[config.mk]
export PLATFORM = sky130hd
export DESIGN_NAME = v_priority_request_queue
export DESIGN_NICKNAME = d
export VERILOG_FILES = /design/src/rtl/v_priority_request_queue.sv
export SDC_FILE = /design/constraint.sdc
export NUM_CORES = 1
export LEC_CHECK = 0
export CAP_MARGIN = 10
export CORE_MARGIN = 2
export CORE_UTILIZATION = 29
export DETAILED_ROUTE_END_ITERATION = 10
export GPL_TIMING_DRIVEN = 0
export SYNTH_ARGS = -nofsm -noshare
export SYNTH_HDL_FRONTEND = slang
export SYNTH_SLANG_ARGS = --single-unit
[constraint.sdc]
create_clock -name clk -period 5.6 [get_ports clk]
set_clock_uncertainty 0.15 [all_clocks]
set_input_delay 1.12 -clock clk [delete_from_list [all_inputs] [get_ports clk]]
set_output_delay 1.12 -clock clk [all_outputs]
set_load 0.02 [all_outputs]
[src/rtl/v_priority_request_queue.sv]
// v_priority_request_queue
// Collects single-cycle request pulses into a pending set. It issues the
// lowest-index pending request as a 3-bit code on a valid/ready handshake.
// Priority is taken from the registered pending set only, so a code appears
// two edges after its request pulse at the earliest.
module v_priority_request_queue (
  input  logic       clk,
  input  logic       clr_n,
  input  logic [7:0] req_in,
  input  logic       flush,
  input  logic       code_ready,
  output logic [2:0] code,
  output logic       code_valid,
  output logic [7:0] pending,
  output logic       overflow,
  output logic [7:0] issue_cnt
);

  typedef enum logic {
    EMPTY = 1'b0,
    FULL  = 1'b1
  } state_t;

  state_t     state_reg, state_next;
  logic [2:0] code_reg, code_next;
  logic [7:0] p_reg, p_next;
  logic       overflow_reg, overflow_next;
  logic [7:0] cnt_reg, cnt_next;

  logic [7:0] lowest_onehot;
  logic [2:0] lowest_idx;
  logic       any_pending;
  logic       accept;
  logic       load;
  logic [7:0] clr_mask;

  // A bit is the winner when it is set and no lower-index bit is set.
  generate
    for (genvar gi = 0; gi < 8; gi++) begin : g_prio
      assign lowest_onehot[gi] = p_reg[gi] & ~|(p_reg & ((8'd1 << gi) - 8'd1));
    end
  endgenerate

  // Encode the one-hot winner using the same bit-to-code mapping as the encoder.
  always_comb begin
    lowest_idx = 3'b000;
    for (int i = 0; i < 8; i++) begin
      if (lowest_onehot[i]) lowest_idx = lowest_idx | 3'(i);
    end
  end

  assign any_pending = |p_reg;
  assign accept      = (state_reg == FULL) & code_ready;
  // EMPTY refills as soon as something is pending. FULL refills only when the held code is taken.
  assign load        = (state_reg == EMPTY) ? any_pending : code_ready;
  assign clr_mask    = (load & any_pending) ? lowest_onehot : 8'h00;

  // Next-state logic for the pending set, the output stage, the overflow flag and the counter.
  always_comb begin
    state_next    = state_reg;
    code_next     = code_reg;
    // A set and a clear of the same bit in one cycle leave the bit set.
    p_next        = (p_reg & ~clr_mask) | req_in;
    // A re-request of a bit that stays pending merges into it and is flagged.
    overflow_next = overflow_reg | (|(req_in & p_reg & ~clr_mask));
    cnt_next      = cnt_reg + {7'd0, accept};

    if (load) begin
      if (any_pending) begin
        state_next = FULL;
        code_next  = lowest_idx;
      end else begin
        state_next = EMPTY;
        code_next  = 3'b000;
      end
    end

    // Flush drops everything except the transfer count, including this cycle's requests.
    if (flush) begin
      p_next        = 8'h00;
      state_next    = EMPTY;
      code_next     = 3'b000;
      overflow_next = 1'b0;
    end
  end

  // State registers with asynchronous active-low clear.
  always_ff @(posedge clk or negedge clr_n) begin
    if (!clr_n) begin
      state_reg    <= EMPTY;
      code_reg     <= 3'b000;
      p_reg        <= 8'h00;
      overflow_reg <= 1'b0;
      cnt_reg      <= 8'h00;
    end else begin
      state_reg    <= state_next;
      code_reg     <= code_next;
      p_reg        <= p_next;
      overflow_reg <= overflow_next;
      cnt_reg      <= cnt_next;
    end
  end

  assign code       = code_reg;
  assign code_valid = (state_reg == FULL);
  assign pending    = p_reg;
  assign overflow   = overflow_reg;
  assign issue_cnt  = cnt_reg;

endmodule

### Yosys cells after proc, flatten, opt, wreduce, memory -nomap -nowiden

Cells that the tools add are included.

* flip-flop bits (word level): 21

* $add $sub $neg: 1
* bitwise operators: 15
* reduce and logical (&&, ||, !) cells: 16
* muxes and demuxes: 17

Operators with widths (number)
* bitwise AND 8 bit: 3
* 2-to-1 mux 3 bit: 7
* 2-to-1 mux 8 bit: 2
* OR reduction 8 bit: 2
* bitwise AND 1 bit: 9
* adder 8 x 1 -> 8 bit: 1
* inverter 8 bit: 1
* OR 8 bit: 1
* zero test 1 bit: 7
* OR reduction 7 bit: 1
* 2-to-1 mux 1 bit: 6
* OR reduction 6 bit: 1
* OR reduction 5 bit: 1
* 2-to-1 mux 2 bit: 2
* OR reduction 4 bit: 1
* OR reduction 3 bit: 1
* nonzero test 2 bit: 1
* OR reduction 2 bit: 1
* OR 1 bit: 1

### Longest topological paths before layout

* depth in word-level cells: 12
* mapped depth: 6
* mapped depth without buffers: 5

### Least setup slack after synthesis

No wires, ideal clock.

* path kind: input to register
* start point: input code_ready
* end point: register overflow_reg, in the netlist overflow
* cell stages on the path: 5
* setup slack: 3.330 ns
* library setup time: 0.129 ns
* buffers on the path: 0
* data required time: 5.321 ns
* arrival time: 1.990 ns
* cell sequence: or2b_2 > nand2_2 > or4_4 > a31oi_1 > a31oi_1

* cells in the longest elaborated chain, start to end: 8

Ends and longest elaborated chain
* start: declaration: RTL line 11 `input logic code_ready,`
* 2-to-1 mux 1 bit: RTL line 55 `assign load = (state_reg == EMPTY) ? any_pending : code_ready;`
* bitwise AND 1 bit: RTL line 56 `assign clr_mask = (load & any_pending) ? lowest_onehot : 8'h00;`
* 2-to-1 mux 8 bit: RTL line 56
* inverter 8 bit: RTL line 65 `overflow_next = overflow_reg | (|(req_in & p_reg & ~clr_mask));`
* bitwise AND 8 bit: RTL line 65
* OR reduction 8 bit: RTL line 65
* OR 1 bit: RTL line 65
* 2-to-1 mux 1 bit: RTL line 79 `if (flush) begin`
* net overflow_next: RTL line 27 `logic overflow_reg, overflow_next;`
* end signal: assignment: RTL line 99 `overflow_reg <= overflow_next;`
* end: declaration: RTL line 27

The timed path passes the listed nets, and every way through them passes these cells.
A chain may end at the register's enable or synchronous reset.

### Worst setup path after layout

* start point: register p_reg[6], in the netlist pending[6]
* end point: output pending[6]

RTL lines
* start: declaration: RTL line 26 `logic [7:0] p_reg, p_next;`
* start signal: assignment: RTL line 98 `p_reg <= p_next;`
* end: declaration: RTL line 14 `output logic [7:0] pending,`

No word-level cell between the ends.

==> results.tsv <==
stage	metric	value	unit
route	Avg Vias per Cell	5.11	
power_and_ir_drop	Leak Pwr	0.000614	uW
floorplan	core box area	3390	sq um
power_and_ir_drop	Clock Power Share	17.1	%
synthesis	Syn Std Cell Area	1040	sq um
synthesis	synth unique cells	33	
cts	clock latency on the worst-skew pair	0.31	ns
floorplan	Die ar.	4100	sq um
synthesis	sequential share of the synthesized area	50.3	%
sta	max frequency	358	MHz
place	Routability Congestion	0.846	
synthesis	Synth Area in XOR/XNOR	5.03	%
synthesis	Syn. warnings	0	
grt	vias in the first global route	965	
grt	first-pass GRT wire length	4.46	mm
synthesis	Post-synth EDFFs	0	
worst_setup_path	Buf/Inv on CP	1	
synthesis	main combinational cell family by area after synthesis	compound AO/OA/AOI/OAI gates	
synthesis	top_reg_cell synth	dfrtp_1	
synthesis	Post-Synth Adder-Cell Area	2.40	%
power_and_ir_drop	Comb power frac	35.2	%
cts	CTS tree	done	
worst_setup_path	kind of critical path	flip-flop to primary output	
synthesis	simple-gate portion of the synthesized area	18.9	%
route	DRT Wirelength	2.58	mm
route	Routed WL per cell	13.9	um
run	Max Cap Violations	0	
synthesis	Synth Area in Compound Gates	19.0	%
cts	clk sink count	21	
power_and_ir_drop	Sw Pwr	152	uW
final_layout	synth-to-layout area growth	38.7	%
worst_setup_path	CP Cell Sequence	clkdlybuf4s50_1	
grt	antenna violations before repair	0	
cts	PostCTS Resize Cnt	0	
power_and_ir_drop	Power Dens Cells	300	nW/um^2
route	DR pass1 iterations	4	
floorplan	std cell rows	21	
power_and_ir_drop	Worst IR Drop VDD	0.0950	mV
synthesis	ys async rst share	100	%
sta	RSZ-0062 raised after global routing	false	
worst_setup_path	Max FO, Critical Path	9	
sta	Worst-Margin Slew	0.953	ns
floorplan	Starting Density	30.8	%
min_path	HP Class	flip-flop to flip-flop	
sta	Setup TNS Final	0	ns
floorplan	die width	64.0	um
final_layout	Finished Layout Cells	186	
route	1st-iter DRT viols	37	
final_layout	commonest non-fill, non-tap cell in the layout	clkdlybuf4s50_1	
worst_setup_path	crit start category	flip-flop	
cts	number of hold buffers added after CTS	0	
cts	CTS root buf	clkbuf_4	
cts	Post-CTS Setup Inserts	0	
worst_setup_path	Largest delay share family, worst path	buffers and inverters	
power_and_ir_drop	Internal Pwr Total	283	uW
status	status	finished, final reports clean	
worst_setup_path	max incr delay on CP	0.67	ns
sta	final critical-path share of the clock period	49.9	%
sta	Tmin final	2.79	ns
final_layout	number of fillers in the final layout	349	
final_layout	share of layout cells above drive strength 1	9.29	%
sta	Hold Vio Cnt, Final	0	
worst_setup_path	highest-delay cell along the critical path	clkdlybuf4s50_1	
synthesis	Mapped Nets	118	
cts	cts bufs inserted	3	
synthesis	syn avg cell area	10.0	sq um
place	cell count after placement	182	
cts	clock tree buffer depth	2	
cts	clk slew on worst S/H paths	0.12	ns
final_layout	ant diodes	0	
route	# DRC	0	
worst_setup_path	Critical Path RT	4.33	ns
worst_setup_path	Arr. time, crit path	1.52	ns
route	DR vias	951	
synthesis	Cells after Synth	104	
sta	Worst slew margin	36.3	%
floorplan	Ports	33	
sta	# setup viols final	0	
synthesis	synthesis-stage register bit count	21	
sta	Max Slew Vio Count	0	
sta	Hold Slack	0.331	ns
grt	largest net degree at the start of global routing	22	
place	detailed placement HPWL	1.90	mm
grt	grt total ovfl	0	
final_layout	nets	155	
power_and_ir_drop	Net Sw Frac	35.0	%
route	Final ANT Viol Nets	0	
synthesis	mux cell area share after synthesis	0	%
grt	overall routing resource usage	13.8	%
place	Port Buffers	32	
cts	htree depth	1	
floorplan	DIE HEIGHT	64.0	um
power_and_ir_drop	sequential share of power	47.8	%
worst_setup_path	critical path endpoint category	primary output	
final_layout	post-layout util	42.7	%
final_layout	most frequent cells in the layout	clkdlybuf4s50_1, dfrtp_1, a21oi_1	
==> metal layers <==
metal  global-route usage (%)  part of all wire, %  vias up
met5                        0                    0        -
met4                     5.98                  2.1        0
met3                     3.17                  6.2        7
met2                     21.9                   46       40
met1                     18.0                   45      463
li1                         -                    -      441
==> area by class of cell <==
type / count / area, sq um / area share, %
sequential: 21 / 526 / 36.3
inverter: 6 / 22.5 / 1.55
tap: 46 / 57.6 / 3.97
clock buffer: 4 / 26.3 / 1.81
multi-input combinational: 74 / 474 / 32.7
buffer: 3 / 22.5 / 1.55
timing repair buffer: 32 / 320 / 22.1
==> logic make-up (layout without fill, tap and decap cells) <==
group                      after synthesis  count (layout)
and+or+nand+nor                         35              35
AOI/OAI and AO/OA                       31              31
DFF                                     21              21
buffers and inverters                    9              45
xor gates and xnor gates                 6               6
adders and majority gates                2               2
==> path summary, 6_finish.rpt <==
kind / slack, ns / cells after the start / from / endpoint
setup reg to reg: 3.59 / 6 / pending[2] / overflow
setup / recovery: 2.81 / 1 / pending[6] / pending[6]
min in group asynchronous: 1.18 / 1 / clr_n / overflow
max in group asynchronous: 3.54 / 1 / clr_n / issue_cnt[2]
hold reg to reg: 0.33 / 1 / issue_cnt[7] / issue_cnt[7]
hold / removal: 0.33 / 1 / issue_cnt[7] / issue_cnt[7]
==> power groups by stage <==
stage / Combinational [uW] / Sequential (uW) / Clock, uW
4_1_cts: 155 / 208 / 78.0
3_5_place_dp: 154 / 211 / 0
5_1_grt: 166 / 214 / 84.7
2_1_floorplan: 44.8 / 239 / 0
6_report: 153 / 208 / 74.3
3_3_place_gp: 152 / 209 / 0
==> per-stage QoR <==
stage / instance area (sq um) / total power (uW) / setup slack (ns)
5_1_grt: 1450 / 464 / 2.74
6_report: 1450 / 435 / 2.81
4_1_cts: 1450 / 441 / 2.80
2_1_floorplan: 1040 / 284 / 3.33
3_3_place_gp: 1420 / 362 / 2.65
3_5_place_dp: 1420 / 365 / 2.67
==> Yosys cell counts, drive strengths merged, types with 2 or more instances <==
| cell | n | area share [%] |
|---|---|---|
| a31oi | 2 | 1.2 |
| nand2 | 7 | 2.8 |
| o211ai | 2 | 1.4 |
| nand3 | 5 | 2.4 |
| o31ai | 3 | 2.6 |
| o21ai | 5 | 2.4 |
| nand3b | 2 | 1.4 |
| buf | 2 | 1.8 |
| inv | 6 | 2.2 |
| dfrtp | 21 | 50 |
| nor2 | 11 | 4.0 |
| xor2 | 2 | 1.7 |
| or4 | 3 | 2.5 |
| xnor2 | 4 | 3.4 |
| a21oi | 12 | 5.7 |
| ha | 2 | 2.4 |
| a22oi | 2 | 1.4 |
| and3 | 2 | 1.2 |
No activity file was read; power rests on OpenSTA's default activity.
